==> src/rtl/grf_wb_pkg.sv <==
// Shared constants and the request record for the GRF writeback arbiter.
// Grant encoding doubles as the LastGrant value.
package grf_wb_pkg;
  localparam logic GRANT_PIPE = 1'b0;
  localparam logic GRANT_MD   = 1'b1;
  localparam logic [4:0] REG_ZERO = 5'd0;

  localparam int WB_ADDR_W = 5;
  localparam int WB_DATA_W = 32;
  localparam int WB_PC_W   = 32;

  typedef struct packed {
    logic [WB_ADDR_W-1:0] waddr;
    logic [WB_DATA_W-1:0] wd;
    logic [WB_PC_W-1:0]   insaddr;
  } wb_req_t;
endpackage

==> src/rtl/grf_wb_arbiter_rr_arb2.sv <==
// Two-input round-robin arbiter; o_gnt is one-hot or zero.
// Bit 0 is the pipeline, bit 1 the mult/div unit.
module rr_arb2 (
  input  logic [1:0] i_req,
  input  logic       i_last,
  output logic [1:0] o_gnt
);
  import grf_wb_pkg::*;

  always_comb begin
    o_gnt = 2'b00;
    case (i_req)
      2'b01:   o_gnt = 2'b01;
      2'b10:   o_gnt = 2'b10;
      // On contention the source that did not win last time goes first.
      2'b11:   o_gnt = (i_last == GRANT_MD) ? 2'b01 : 2'b10;
      default: o_gnt = 2'b00;
    endcase
  end
endmodule

==> src/rtl/grf_wb_arbiter.sv <==
// Shares the GRF write port between the pipeline writeback and the mult/div unit.
// Registered Grf* outputs are also the pipeline's forwarding source.
module grf_wb_arbiter #(
  parameter int ADDR_W = 5,
  parameter int DATA_W = 32,
  parameter int PC_W   = 32
) (
  input  logic              Clk,
  input  logic              Reset,
  input  logic              PipeValid,
  input  logic [ADDR_W-1:0] PipeWaddr,
  input  logic [DATA_W-1:0] PipeWD,
  input  logic [PC_W-1:0]   PipeInsAddr,
  output logic              PipeReady,
  input  logic              MdValid,
  input  logic [ADDR_W-1:0] MdWaddr,
  input  logic [DATA_W-1:0] MdWD,
  input  logic [PC_W-1:0]   MdInsAddr,
  output logic              MdReady,
  output logic              GrfEn,
  output logic [ADDR_W-1:0] GrfWaddr,
  output logic [DATA_W-1:0] GrfWD,
  output logic [PC_W-1:0]   GrfInsAddr,
  output logic              LastGrant
);
  import grf_wb_pkg::*;

  logic              w_pipe_live;
  logic              w_md_live;
  logic [1:0]        w_gnt;

  logic              r_en;
  logic [ADDR_W-1:0] r_waddr;
  logic [DATA_W-1:0] r_wd;
  logic [PC_W-1:0]   r_insaddr;
  logic              r_last;

  // Writes to $0 are discarded, so they never enter arbitration.
  assign w_pipe_live = PipeValid && (PipeWaddr != ADDR_W'(REG_ZERO));
  assign w_md_live   = MdValid   && (MdWaddr   != ADDR_W'(REG_ZERO));

  rr_arb2 u_arb (
    .i_req  ({w_md_live, w_pipe_live}),
    .i_last (r_last),
    .o_gnt  (w_gnt)
  );

  assign PipeReady = !Reset && PipeValid && (!w_pipe_live || w_gnt[0]);
  assign MdReady   = !Reset && MdValid   && (!w_md_live   || w_gnt[1]);

  always_ff @(posedge Clk) begin
    if (Reset) begin
      r_en      <= 1'b0;
      r_waddr   <= '0;
      r_wd      <= '0;
      r_insaddr <= '0;
      r_last    <= GRANT_MD;
    end else if (w_gnt[1]) begin
      r_en      <= 1'b1;
      r_waddr   <= MdWaddr;
      r_wd      <= MdWD;
      r_insaddr <= MdInsAddr;
      r_last    <= GRANT_MD;
    end else if (w_gnt[0]) begin
      r_en      <= 1'b1;
      r_waddr   <= PipeWaddr;
      r_wd      <= PipeWD;
      r_insaddr <= PipeInsAddr;
      r_last    <= GRANT_PIPE;
    end else begin
      r_en      <= 1'b0;
    end
  end

  assign GrfEn      = r_en;
  assign GrfWaddr   = r_waddr;
  assign GrfWD      = r_wd;
  assign GrfInsAddr = r_insaddr;
  assign LastGrant  = r_last;
endmodule

==> config.mk <==
export PLATFORM = sky130hd
export DESIGN_NAME = grf_wb_arbiter
export DESIGN_NICKNAME = d
export VERILOG_FILES = /design/src/rtl/grf_wb_pkg.sv /design/src/rtl/grf_wb_arbiter_rr_arb2.sv /design/src/rtl/grf_wb_arbiter.sv
export SDC_FILE = /design/constraint.sdc
export NUM_CORES = 1
export LEC_CHECK = 0
export CAP_MARGIN = 10
export CORE_MARGIN = 1.5
export CORE_UTILIZATION = 35
export DETAILED_ROUTE_END_ITERATION = 10
export GPL_ROUTABILITY_DRIVEN = 0
export GPL_TIMING_DRIVEN = 0
export HOLD_SLACK_MARGIN = 0.02
export PLACE_DENSITY = 0.81
export SLEW_MARGIN = 20
export SYNTH_ARGS = -nofsm -noshare
export SYNTH_HDL_FRONTEND = slang
export SYNTH_SLANG_ARGS = --single-unit
==> constraint.sdc <==
create_clock -name Clk -period 1.82 [get_ports Clk]
set_input_delay 0.364 -clock Clk [delete_from_list [all_inputs] [get_ports Clk]]
set_output_delay 0.364 -clock Clk [all_outputs]
set_load 0.005 [all_outputs]
==> results of run 1 <==
## kinds of logic (layout without fill, tap and decap cells)
group / count (synthesis) / after routing
AOI/OAI and AO/OA: 78 / 78
buffers and inverters: 37 / 277
and+or+nand+nor: 81 / 81
DFF: 71 / 71
other: 0 / 1
## routing by layer
| layer | vias to the layer above | routed length (um) | track usage, % |
|---|---|---|---|
| met5 | - | 0 | 0 |
| met4 | 0 | 298 | 11.9 |
| met3 | 23 | 940 | 6.79 |
| met2 | 146 | 5700 | 42.1 |
| met1 | 1637 | 4580 | 28.2 |
| li1 | 1606 | - | - |
## worst register-to-register path: cells and delay by family (launching register included)
family / cells / cell delay [ns]
AO/OA/AOI/OAI: 2 / 0.43
buffers and inverters: 2 / 0.45
flip-flops: 1 / 0.34
AND/OR/NAND/NOR: 2 / 0.30
## registers in the layout, summed over array words and instances (netlist names)
register    cells
GrfEn           1
GrfWaddr        5
LastGrant       1
GrfWD          32
GrfInsAddr     32
## layout make-up
type                            instances  area share (%)
Antenna cell                            1          0.0436
Multi-Input combinational cell        159            26.8
Tap cell                              105            2.29
Sequential cell                        71            24.8
Buffer                                 35            4.32
Clock inverter                          4           0.785
Inverter                                1          0.0654
Timing Repair Buffer                  225            38.3
Clock buffer                           12            2.53
## where the power goes
group          switching, mW  leakage, nW  internal, mW
registers             0.0752        0.589          1.69
clock network          0.575        0.100         0.666
logic                  0.340         1.45         0.683
## worst paths after layout
path                                        startpoint                  endpoint  slack (ns)
worst max-delay path                        MdWaddr[0]                 PipeReady        0.04
worst min-delay path                        MdWaddr[2]  GrfWaddr[2]$_SDFFE_PP0P_        0.31
worst max register to register  LastGrant$_SDFFE_PP1P_    GrfWD[21]$_SDFFE_PP0P_        0.20
worst min register to register  GrfWD[19]$_SDFFE_PP0P_    GrfWD[19]$_SDFFE_PP0P_        0.49
## timing repair
action	in CTS	in global routing
gates resized for setup	75	22
cloned	0	0
endpoints found under the setup margin	73	71
pin swaps	8	4
buffers inserted	10	1
## cell usage in the layout (no fill, tap or decap)
master           Yosys  routed
a211o_1              1       1
a211oi_2             0       1
a21bo_4              0       1
a21oi_1              5       2
a21oi_2              0       1
a21oi_4              0       2
a221o_1             69      69
a221oi_4             0       1
and2_1               1       1
buf_2                6       9
buf_4                1      15
buf_6                1       2
bufinv_16            0       1
clkbuf_1            28       7
clkbuf_2             0      10
clkbuf_4             0       5
clkbuf_8             0      15
clkdlybuf4s15_1      0       1
clkdlybuf4s50_1      0     202
clkinv_2             0       3
dfxtp_1             71      71
diode_2              0       1
dlygate4sd2_1        0       4
dlymetal6s2s_1       0       2
inv_2                0       1
nand2_1              4       2
nand2_2              0       2
nand2b_1             3       2
nand2b_4             0       1
nor2_4               0       1
nor3_4               0       2
nor4_4               0       1
nor4b_1             69      67
nor4b_2              0       2
## per-stage QoR
step                      setup TNS [ns]  cells  power, mW  hold slack (ns)
after floorplan                        0    267       2.10            0.482
after CTS                        -0.0266    611       4.05            0.376
after global routing             -0.0217    613       4.21            0.308
final                                  0    613       4.03            0.306
after detailed placement          -60.29    586       2.76            0.470
after global placement            -55.66    586       2.74            0.467
==> metrics.txt, run 1 <==
status=completed; Hold Path Class=in2reg; total CTS buffers=9; Util after Layout=approximately 69%; syn nets=between 400 and 500; Final Slew Violations=0; io pins=between 200 and 250; via count=~3,400; CP Depth=6; max_cap viols=0; largest net degree at the start of global routing=12; Mapped Area=around 3000 um^2; Max FO, Critical Path=3; Yosys top cell area share=between 40% and 50%; CP peak stage delay=0.50 ns; Crit-path slowest cell=clkdlybuf4s50_1; synth cell count leaders=71 x dfxtp_1, 69 x a221o_1, 69 x nor4b_1; first-pass GRT wire length=17,400 um; Avg Cell Area, Syn=~11 um^2; Post-synth EDFFs=0; top post-synthesis cells by area=dfxtp_1 47%, a221o_1 23%, nor4b_1 20%; Net count, final=between 600 and 700; fin crit share=just under 100%; Mapped Cells=between 200 and 300; clk_skew=0.0111 ns; Setup Viol. Count Final=0; Seq cells post-synth=71; WL per Instance=roughly 19 um; # DRC=0; mux contribution to synthesized area=0%; initial antenna violation count=1; clock transition at the registers of the reported paths=0.07 ns; fmax=approximately 560 MHz; global-route usage over all layers=between 20% and 30%; Detail Route Antenna Nets=0; worst-skew pair later-pin latency=~0.34 ns; maximum vdd ir drop=0.000319 V; Pleak=2.14 nW; Site Rows=33; Reg2Reg Depth=6; fill count=around 660; vias in the first global route=roughly 3,600; startpoint types=primary input; P&R area growth vs syn=90.5%; worst path bufs/invs=4; shortest period the worst path allows=approximately 1.8 ns; H-tree levels=3; sequential-to-total area share from yosys stat=47.2%; slack of the critical path=0.0403 ns; Slew HR=67.5%; layout cell share with drive strength beyond 1=approximately 15%; die footprint=9170 um^2; top_reg_cell synth=dfxtp_1; yosys warns=0; post-layout instance area=about 5700 um^2; final hold viol count=0; CP delay by family, top=buffers and inverters; TritonCTS clock tree=built; cells along the critical path=clkdlybuf4s50_1 > inv_2 > a21oi_4 > clkbuf_8 > a21oi_2 > buf_2; Core Box Area=slightly above 8000 um^2; Die X=between 90 and 100 um; XOR/XNOR Fraction of Synth Area=0%; Hold Crit Depth=2; GR Overflow Total=0; Area after DPL=5290 um^2; count leader, synth=dfxtp_1; count of cell types in the netlist=20; Synth async-reset ratio=0%; Compound-Gate Fraction of Synth Area=between 20% and 30%; Multi-input gate area=approximately 1500 um^2; Starting Density=between 30% and 40%; clk buf depth=2; FF/Latch Area=1420 um^2; post-synthesis adder-cell area fraction=0%; worst-margin pin slew=0.488 ns; critical path type=in2out; Post-CTS Hold Buffers=0; Die Span Y=approximately 96 um; DRT iter0 DRCs=~190; hpwl dp=around 8300 um; via/cell ratio=approximately 5.6; IO Port Bufs=between 200 and 250; worst path required time=between 1 and 1.5 ns; biggest area consumer among synthesized cells=dfxtp_1; Root Driver=clkbuf_8; Worst Path Arrival=around 1.4 ns; Pre-antenna DRT Iters=4; largest family of logic cells by synthesized area=compound AO/OA/AOI/OAI gates; DP Worst Slack=-1.19 ns; Setup crit end kind=output port; Power Dens Cells=roughly 700 nW/um^2; Detailed Route WL=approximately 12,000 um; post-synthesis simple-gate area fraction=between 20% and 30%; CTS Sinks=between 70 and 80
No activity file was read; power rests on OpenSTA's default activity.
==> run 2: changes to the inputs <==
Settings changed: SETUP_SLACK_MARGIN set to 0.4.
==> run 2 against run 1 <==
Against the previous run:
- non-clock buffer count increased by 24
- hold slack worse by 0.069 ns
- clock power increased by 46%
- first-iteration DRC count down 21%
- global-route usage up 1.8 points
- sequential power about the same
- sequential share of layout area down 4.2 points
- critical path depth is 3 higher
- clock skew fell by 0.0027 ns
- cell count up 4.1%
- flip-flop and latch count is the same
==> metrics.txt, run 2 (synthesis results as in run 1) <==
Setup Viol. Count Final=0; RR Startpoint=LastGrant$_SDFFE_PP1P_; fin crit share=between 90% and 100%; TritonCTS clock tree=built; Area after DPL=5320 um^2; Starting Density=a little over a third; hold path startpoint=MdWaddr[1]; Final Slew Violations=0; Core Box Area=8260 um^2; most frequent cells in the layout=128 x clkdlybuf4s50_1, 71 x dlymetal6s2s_1, 69 x a221o_1; Detail Route Antenna Nets=0; # DRC=0; die footprint=9170 um^2; Detailed Route WL=between 10,000 and 15,000 um; H-tree levels=3; hold endpoint=GrfWaddr[1]$_SDFFE_PP0P_; Site Rows=33; WL per Instance=23.2 um; Hold Crit Depth=2; Slew HR=around 46%; Reg2Reg Depth=7; startpoint types=primary input; global-route usage over all layers=between 20% and 30%; Power Dens Cells=just under 700 nW/um^2; Root Driver=clkbuf_8; unrepaired setup endpoints after global routing=true; post-layout instance area=7040 um^2; Util after Layout=85.2%; RR Endpoint=GrfInsAddr[3]$_SDFFE_PP0P_; worst-margin pin slew=slightly above 0.8 ns; critical path type=in2reg; layout cell share with drive strength beyond 1=32.2%; status=completed; final hold viol count=0; via/cell ratio=~5.8; P&R area growth vs syn=134%; vias in the first global route=around 3,600; Worst Path Arrival=~2.1 ns; Setup crit end kind=flop; CTS Sinks=between 70 and 80; Post-CTS Hold Buffers=0; max_cap viols=0; worst reg2reg setup slack=~0.14 ns; GR Overflow Total=0; worst path required time=approximately 2.1 ns; first-pass GRT wire length=approximately 18,000 um; Hold Path Class=in2reg; Pleak=between 3 and 4 nW; shortest period the worst path allows=1.78 ns; total CTS buffers=9; setup TNS=0 ns; largest net degree at the start of global routing=13; clock transition at the registers of the reported paths=0.09 ns; Max FO, Critical Path=5; io pins=215; DRT iter0 DRCs=around 150; fmax=between 500 and 600 MHz; most common cell after layout, fill and taps aside=clkdlybuf4s50_1; Overall Power=about 4.8 mW; hpwl dp=8840 um; maximum vdd ir drop=roughly 0.00042 V; initial antenna violation count=2; worst-skew pair later-pin latency=about 0.36 ns; clk buf depth=2; IO Port Bufs=214; Die Span Y=95.8 um; Net count, final=~670; Pre-antenna DRT Iters=4; via count=~3,700; Die X=95.8 um; clk_skew=0.00843 ns
[run 2: cell types whose count changed in the layout (fill, tap and decap cells not counted), moves of 15 or more]
cell and change:
dfxtp_1 -17, dlymetal6s2s_1 +69, buf_8 +15, nor4b_1 -43
dfxtp_2 +16, nor4b_2 +34, clkdlybuf4s50_1 -74
[run 2: through the flow]
stage	worst slack [ns]	hold slack (ns)	std cells
2_1_floorplan	0.180	0.482	267
3_3_place_gp	-1.07	0.468	586
3_5_place_dp	-1.06	0.471	586
4_1_cts	0.101	0.245	615
5_1_grt	-0.00119	0.234	637
6_report	0.0360	0.237	638
[run 2: worst max-delay path by stage]
stage,from,slack [ns],cells past startpoint,endpoint
finish,MdWaddr[2],0.04,9,GrfInsAddr[3]$_SDFFE_PP0P_
global route,MdWaddr[2],-0.001,9,GrfInsAddr[3]$_SDFFE_PP0P_
CTS,MdWaddr[1],0.10,7,PipeReady
detailed placement,MdWaddr[2],-1.06,6,PipeReady
global placement,MdWaddr[3],-1.07,6,PipeReady
floorplan,MdWaddr[4],0.18,6,GrfWD[10]$_SDFFE_PP0P_
[run 2: timing repair]
| action | CTS | global route |
|---|---|---|
| pin swaps | 9 | 32 |
| buffers inserted | 13 | 10 |
| setup endpoints to repair | 144 | 143 |
| resized for setup | 125 | 206 |
| gates cloned | 0 | 11 |
[run 2: critical path: stages]
cell	delay [ns]
buf_8	0.10
nor4_4	0.31
buf_4	0.17
a21oi_4	0.05
buf_4	0.16
clkbuf_16	0.17
buf_12	0.14
nor4b_2	0.42
a221o_1	0.20
[run 2: power breakdown]
group	switching (mW)	internal, mW
Combinational	0.449	0.808
Clock	0.684	1.13
Sequential	0.0775	1.70
Total	1.21	3.63
[run 2: final cells by class]
| class | count | area (um^2) |
|---|---|---|
| Clock buffer | 11 | 151 |
| Tap cell | 105 | 131 |
| Antenna cell | 2 | 5.00 |
| Clock inverter | 5 | 128 |
| Sequential cell | 71 | 1450 |
| Inverter | 1 | 3.75 |
| Timing Repair Buffer | 248 | 2790 |
| Multi-Input combinational cell | 159 | 1890 |
| Buffer | 36 | 489 |
| Fill cell | 432 | 1220 |
[run 2: routing by layer]
layer  GRT usage [%]  vias up  part of all wire (%)
met5               0        -                     0
met4            10.2        0                   2.9
met3            8.21       35                   8.2
met2            46.5      180                    52
met1            29.5     1824                    37
li1                -     1667                     -
==> run 3: changes to the inputs <==
Settings changed: HOLD_SLACK_MARGIN 0.02 to not set.
==> results of run 3 <==
Final layout, timing and power as in run 2 (identical DEF).
